--- src/rtl/fft_power_peak.sv ---
// FFT bin power stage: forwards re^2+im^2 with the bin index and reports the strongest bin
// of a search window once per frame.
module fft_power_peak #(
    parameter int unsigned FFT_LEN      = 256,
    parameter int unsigned BIN_W        = $clog2(FFT_LEN),
    parameter int unsigned PEAK_MIN_BIN = 1,
    parameter int unsigned PEAK_MAX_BIN = FFT_LEN / 2 - 1
) (
    input  logic             aclk,
    input  logic             aresetn,
    input  logic [31:0]      s_axis_tdata,
    input  logic             s_axis_tvalid,
    input  logic             s_axis_tlast,
    output logic             s_axis_tready,
    output logic [31:0]      m_axis_tdata,
    output logic [BIN_W-1:0] m_axis_tuser,
    output logic             m_axis_tvalid,
    output logic             m_axis_tlast,
    input  logic             m_axis_tready,
    output logic             peak_valid,
    output logic [BIN_W-1:0] peak_bin,
    output logic [31:0]      peak_power,
    output logic             frame_err
);
    localparam logic [BIN_W-1:0] LastBin = BIN_W'(FFT_LEN - 1);
    localparam logic [BIN_W-1:0] MinBin  = BIN_W'(PEAK_MIN_BIN);
    localparam logic [BIN_W-1:0] MaxBin  = BIN_W'(PEAK_MAX_BIN);

    logic               w_en, w_accept, w_out_hs, w_elig, w_take, w_last_bin;
    logic signed [31:0] w_re, w_im, w_re_sq, w_im_sq;

    logic               r_s1_valid, r_s1_last;
    logic [31:0]        r_s1_re_sq, r_s1_im_sq;
    logic [BIN_W-1:0]   r_s1_bin;
    logic               r_s2_valid, r_s2_last;
    logic [31:0]        r_s2_power;
    logic [BIN_W-1:0]   r_s2_bin;
    logic [BIN_W-1:0]   r_bin;
    logic               r_frame_err;
    logic               r_max_loaded;
    logic [BIN_W-1:0]   r_max_bin;
    logic [31:0]        r_max_power;
    logic               r_peak_valid;
    logic [BIN_W-1:0]   r_peak_bin;
    logic [31:0]        r_peak_power;

    always_comb begin
        w_en       = !r_s2_valid || m_axis_tready;
        w_accept   = s_axis_tvalid && w_en;
        w_out_hs   = r_s2_valid && m_axis_tready;
        w_last_bin = (r_bin == LastBin);
        w_re       = {{16{s_axis_tdata[15]}}, s_axis_tdata[15:0]};
        w_im       = {{16{s_axis_tdata[31]}}, s_axis_tdata[31:16]};
        // Exact in 32 bits: the largest product is (-32768)^2 = 2^30.
        w_re_sq    = w_re * w_re;
        w_im_sq    = w_im * w_im;
        w_elig     = (r_s2_bin >= MinBin) && (r_s2_bin <= MaxBin);
        w_take     = w_elig && (!r_max_loaded || (r_s2_power > r_max_power));
    end

    always_ff @(posedge aclk) begin
        if (!aresetn) begin
            r_s1_valid <= 1'b0;
            r_s1_last  <= 1'b0;
            r_s1_re_sq <= '0;
            r_s1_im_sq <= '0;
            r_s1_bin   <= '0;
            r_s2_valid <= 1'b0;
            r_s2_last  <= 1'b0;
            r_s2_power <= '0;
            r_s2_bin   <= '0;
        end else if (w_en) begin
            r_s1_valid <= s_axis_tvalid;
            if (s_axis_tvalid) begin
                r_s1_re_sq <= w_re_sq;
                r_s1_im_sq <= w_im_sq;
                r_s1_bin   <= r_bin;
                r_s1_last  <= s_axis_tlast;
            end
            r_s2_valid <= r_s1_valid;
            if (r_s1_valid) begin
                r_s2_power <= r_s1_re_sq + r_s1_im_sq;
                r_s2_bin   <= r_s1_bin;
                r_s2_last  <= r_s1_last;
            end
        end
    end

    always_ff @(posedge aclk) begin
        if (!aresetn) begin
            r_bin       <= '0;
            r_frame_err <= 1'b0;
        end else begin
            r_frame_err <= w_accept && (s_axis_tlast != w_last_bin);
            if (w_accept) begin
                r_bin <= (s_axis_tlast || w_last_bin) ? '0 : r_bin + 1'b1;
            end
        end
    end

    // Frame close folds in the closing beat itself, then clears for the next frame.
    always_ff @(posedge aclk) begin
        if (!aresetn) begin
            r_max_loaded <= 1'b0;
            r_max_bin    <= '0;
            r_max_power  <= '0;
            r_peak_valid <= 1'b0;
            r_peak_bin   <= '0;
            r_peak_power <= '0;
        end else begin
            r_peak_valid <= 1'b0;
            if (w_out_hs && r_s2_last) begin
                r_peak_valid <= 1'b1;
                r_peak_bin   <= w_take ? r_s2_bin : r_max_bin;
                r_peak_power <= w_take ? r_s2_power : r_max_power;
                r_max_loaded <= 1'b0;
                r_max_bin    <= '0;
                r_max_power  <= '0;
            end else if (w_out_hs && w_take) begin
                r_max_loaded <= 1'b1;
                r_max_bin    <= r_s2_bin;
                r_max_power  <= r_s2_power;
            end
        end
    end

    assign s_axis_tready = w_en;
    assign m_axis_tvalid = r_s2_valid;
    assign m_axis_tdata  = r_s2_power;
    assign m_axis_tuser  = r_s2_bin;
    assign m_axis_tlast  = r_s2_last;
    assign peak_valid    = r_peak_valid;
    assign peak_bin      = r_peak_bin;
    assign peak_power    = r_peak_power;
    assign frame_err     = r_frame_err;

endmodule
--- config.mk ---
export PLATFORM = sky130hd
export DESIGN_NAME = fft_power_peak
export DESIGN_NICKNAME = d
export VERILOG_FILES = /design/src/rtl/fft_power_peak.sv
export SDC_FILE = /design/constraint.sdc
export NUM_CORES = 2
export LEC_CHECK = 0
export CORE_UTILIZATION = 55
export CTS_BUF_LIST = sky130_fd_sc_hd__clkbuf_4 sky130_fd_sc_hd__clkbuf_8 sky130_fd_sc_hd__clkbuf_16
export DETAILED_ROUTE_END_ITERATION = 7
export DONT_BUFFER_PORTS = 1
export GPL_ROUTABILITY_DRIVEN = 1
export PLACE_DENSITY = 0.7
export SYNTH_ARGS = -nofsm -noshare
export SYNTH_HDL_FRONTEND = slang
export SYNTH_SLANG_ARGS = --single-unit
--- constraint.sdc ---
create_clock -name aclk -period 20.1 [get_ports aclk]
set_input_delay 3.015 -clock aclk [delete_from_list [all_inputs] [get_ports aclk]]
set_output_delay 3.015 -clock aclk [all_outputs]
set_load 0.05 [all_outputs]
==> metrics.csv <==
metric;value;unit
cts_tree;yes;
io-pin-count;122;
dp_cells;3666;
grt_start_max_net_pins;121;
dieArea;0.0508;sq mm
cp.required;20.48;ns
async_flop_share;0;%
setup_viol;0;
placement.io_buffers;0;
seq_area_frac_synth;15.0;%
drv_slew;0;
use_met3;3.06;%
synth_compound_area_share;9.45;%
tightestPinTransition;1.15;ns
worstSetupStartpointType;input pin;
via_count;20000;
hold_path_class;flop to flop;
antenna_found_initial;0;
period_minus_slack;8.64;ns
max_slew_margin;23.0;%
grt_pass1_wl;103;mm
syn_inst;3111;
synth_xor_area_share;3.16;%
yosys-top-cells-area;fa_1, dfxtp_1, ha_1;
use_met1;32.6;%
criticalPathCategory;input pin to flop;
syn_area;0.0275;sq mm
insertion_delay;0.51;ns
postCtsHoldBufs;0;
fmaxAchievable;0.116;GHz
die_x;225;um
grt_most_used_layer;met2;
dp_hpwl;49.3;mm
fin_skew;0.0226;ns
rsz0062_at_grt;false;
clockBufferDepth;3;
mostFrequentLayoutCell;inv_1;
core.rowCount;81;
tns;0;ns
synthSimpleGateAreaFrac;13.4;%
synth-seq-cells;205;
synth_area_leader_cell;fa_1;
drtAntennaViolNets;0;
cts_made_buffers;23;
drc;0;
first_iter_violations;947;
syn-num-nets;3859;
place_congestion;0.901;
arrival;9.02;ns
synth.area.mux_share;2.85;%
area_growth;4.47;%
die_y;225;um
synth_edf_count;0;
synth_ff_type;dfxtp_1;
synthDistinctLibCells;73;
path_clk_slew;0.06;ns
finalCritPeriodShare;43.0;%
vias_per_cell;5.41;
grt_pass1_vias;21300;
dr.pass1.iters;5;
wl_per_cell;16.3;um
yosys_warnings;0;
finalHoldViolations;0;
final_cell_mix;inv_1, fa_1, nand2_1;
core_area;0.0491;sq mm
maxCapViolCount;0;
gr-usage-met2;43.1;%
initial_core_util;56.0;%
grt-ovfl-total;0;
wl;60.5;mm
cts.sinks;205;
grt_use_total;24.7;%
cts_resized;0;
htreeDepth;1;
synthAdderAreaFrac;45.3;%
post_cts_buffers;0;
status;complete, no violations;
diodes;0;
postSynthAreaPerCell;8.82;sq um
final_cells;3705;
synth_top_area_share;34.3;%
layout-drive-gt1-share;2.80;%
cp-end-kind;flop;
root_buffer;clkbuf_16;
synth_top_family_by_area;adder cells;
cp_max_fo;19;
finalNetCount;3775;
==> state kept, by name, indices dropped and copies added (netlist names), 8 cells and up <==
signal	cells
m_axis_tdata	32
m_axis_tuser	8
peak_bin	8
peak_power	32
r_bin	8
r_max_bin	8
r_max_power	32
r_s1_bin	8
r_s1_im_sq	31
r_s1_re_sq	31
==> worst max-delay path, stage by stage <==
cell and delay [ns]:
inv_1 0.39, nor2_1 0.17, fa_1 0.76, fa_1 0.50
fa_1 0.50, fa_1 0.51, fa_1 0.49, inv_1 0.05
fa_1 0.47, inv_1 0.04, ha_1 0.37, a21o_1 0.23
nor4_1 0.26, o21ai_0 0.17, a31o_2 0.26, a31oi_1 0.22
o21ai_2 0.13, o31a_1 0.26, xnor2_1 0.14, o21ai_0 0.09
==> logic make-up after synthesis <==
group / count (synthesis)
and+or+nand+nor: 821
buffers and inverters: 788
adders and majority gates: 711
AOI/OAI and AO/OA: 409
DFF: 205
xor gates and xnor gates: 99
muxes: 78
==> cell usage after synthesis, types with 3 or more instances <==
cell type,instances
xor2_1,26
a211oi_1,16
a21oi_1,144
o21ai_1,6
a31oi_1,16
a311oi_1,4
o31ai_1,4
o21ai_0,89
xnor2_1,73
nor3_1,21
a41o_1,3
nor2_1,108
nor2b_1,12
mux2i_1,77
nand3b_1,7
buf_1,4
or3_1,19
nor3b_1,7
inv_1,670
buf_4,7
nor4_1,4
or2_2,5
o21ai_2,3
o211ai_1,13
nand3_1,42
o21a_1,12
nand4_1,18
dfxtp_1,205
buf_2,3
o21bai_1,6
a21oi_2,3
and2_1,83
nand2_1,457
a31o_2,8
and3_1,14
clkbuf_1,103
a211o_1,3
a21o_1,40
a21boi_1,3
fa_1,470
ha_1,241
a2bb2oi_1,6
o2111ai_1,4
nand2b_1,15
==> stage by stage <==
step	util (%)	area [sq um]	hold WS (ns)	setup WS [ns]
after floorplan	-	27500	0.431	11.18
after CTS	58.5	28700	0.453	11.53
after global routing	58.5	28700	0.476	11.20
after global placement	56.9	27900	0.443	11.17
after detailed placement	56.9	27900	0.447	11.02
final	58.5	28700	0.452	11.46
==> area by class of cell <==
class / instances / area, sq um
clock buffer: 31 / 654
clock inverter: 8 / 130
fill: 4399 / 20400
inverter: 671 / 2520
multi-input combinational: 2118 / 20400
sequential: 205 / 4100
tap: 664 / 831
timing repair buffer: 8 / 60.1
==> path summary, 6_finish.rpt <==
check                                       to  cells after the start                           from  slack (ns)
setup / recovery   r_s1_im_sq[30]$_SDFFE_PN0P_                     20               s_axis_tdata[31]       11.46
hold reg to reg   m_axis_tuser[0]$_SDFFE_PN0P_                      2       r_s1_bin[0]$_SDFFE_PN0P_        0.45
hold / removal    m_axis_tuser[0]$_SDFFE_PN0P_                      2       r_s1_bin[0]$_SDFFE_PN0P_        0.45
setup reg to reg  r_max_power[17]$_SDFFE_PP0P_                     12  m_axis_tdata[31]$_SDFFE_PN0P_       16.12
==> routing by layer <==
metal	routed length, um	vias up
li1	-	9489
met1	26300	9918
met2	29500	522
met3	3350	104
met4	1370	0
met5	0	-
Power is not shown: default switching activity piles up to over one toggle a cycle in this logic, so the estimate is an artifact.
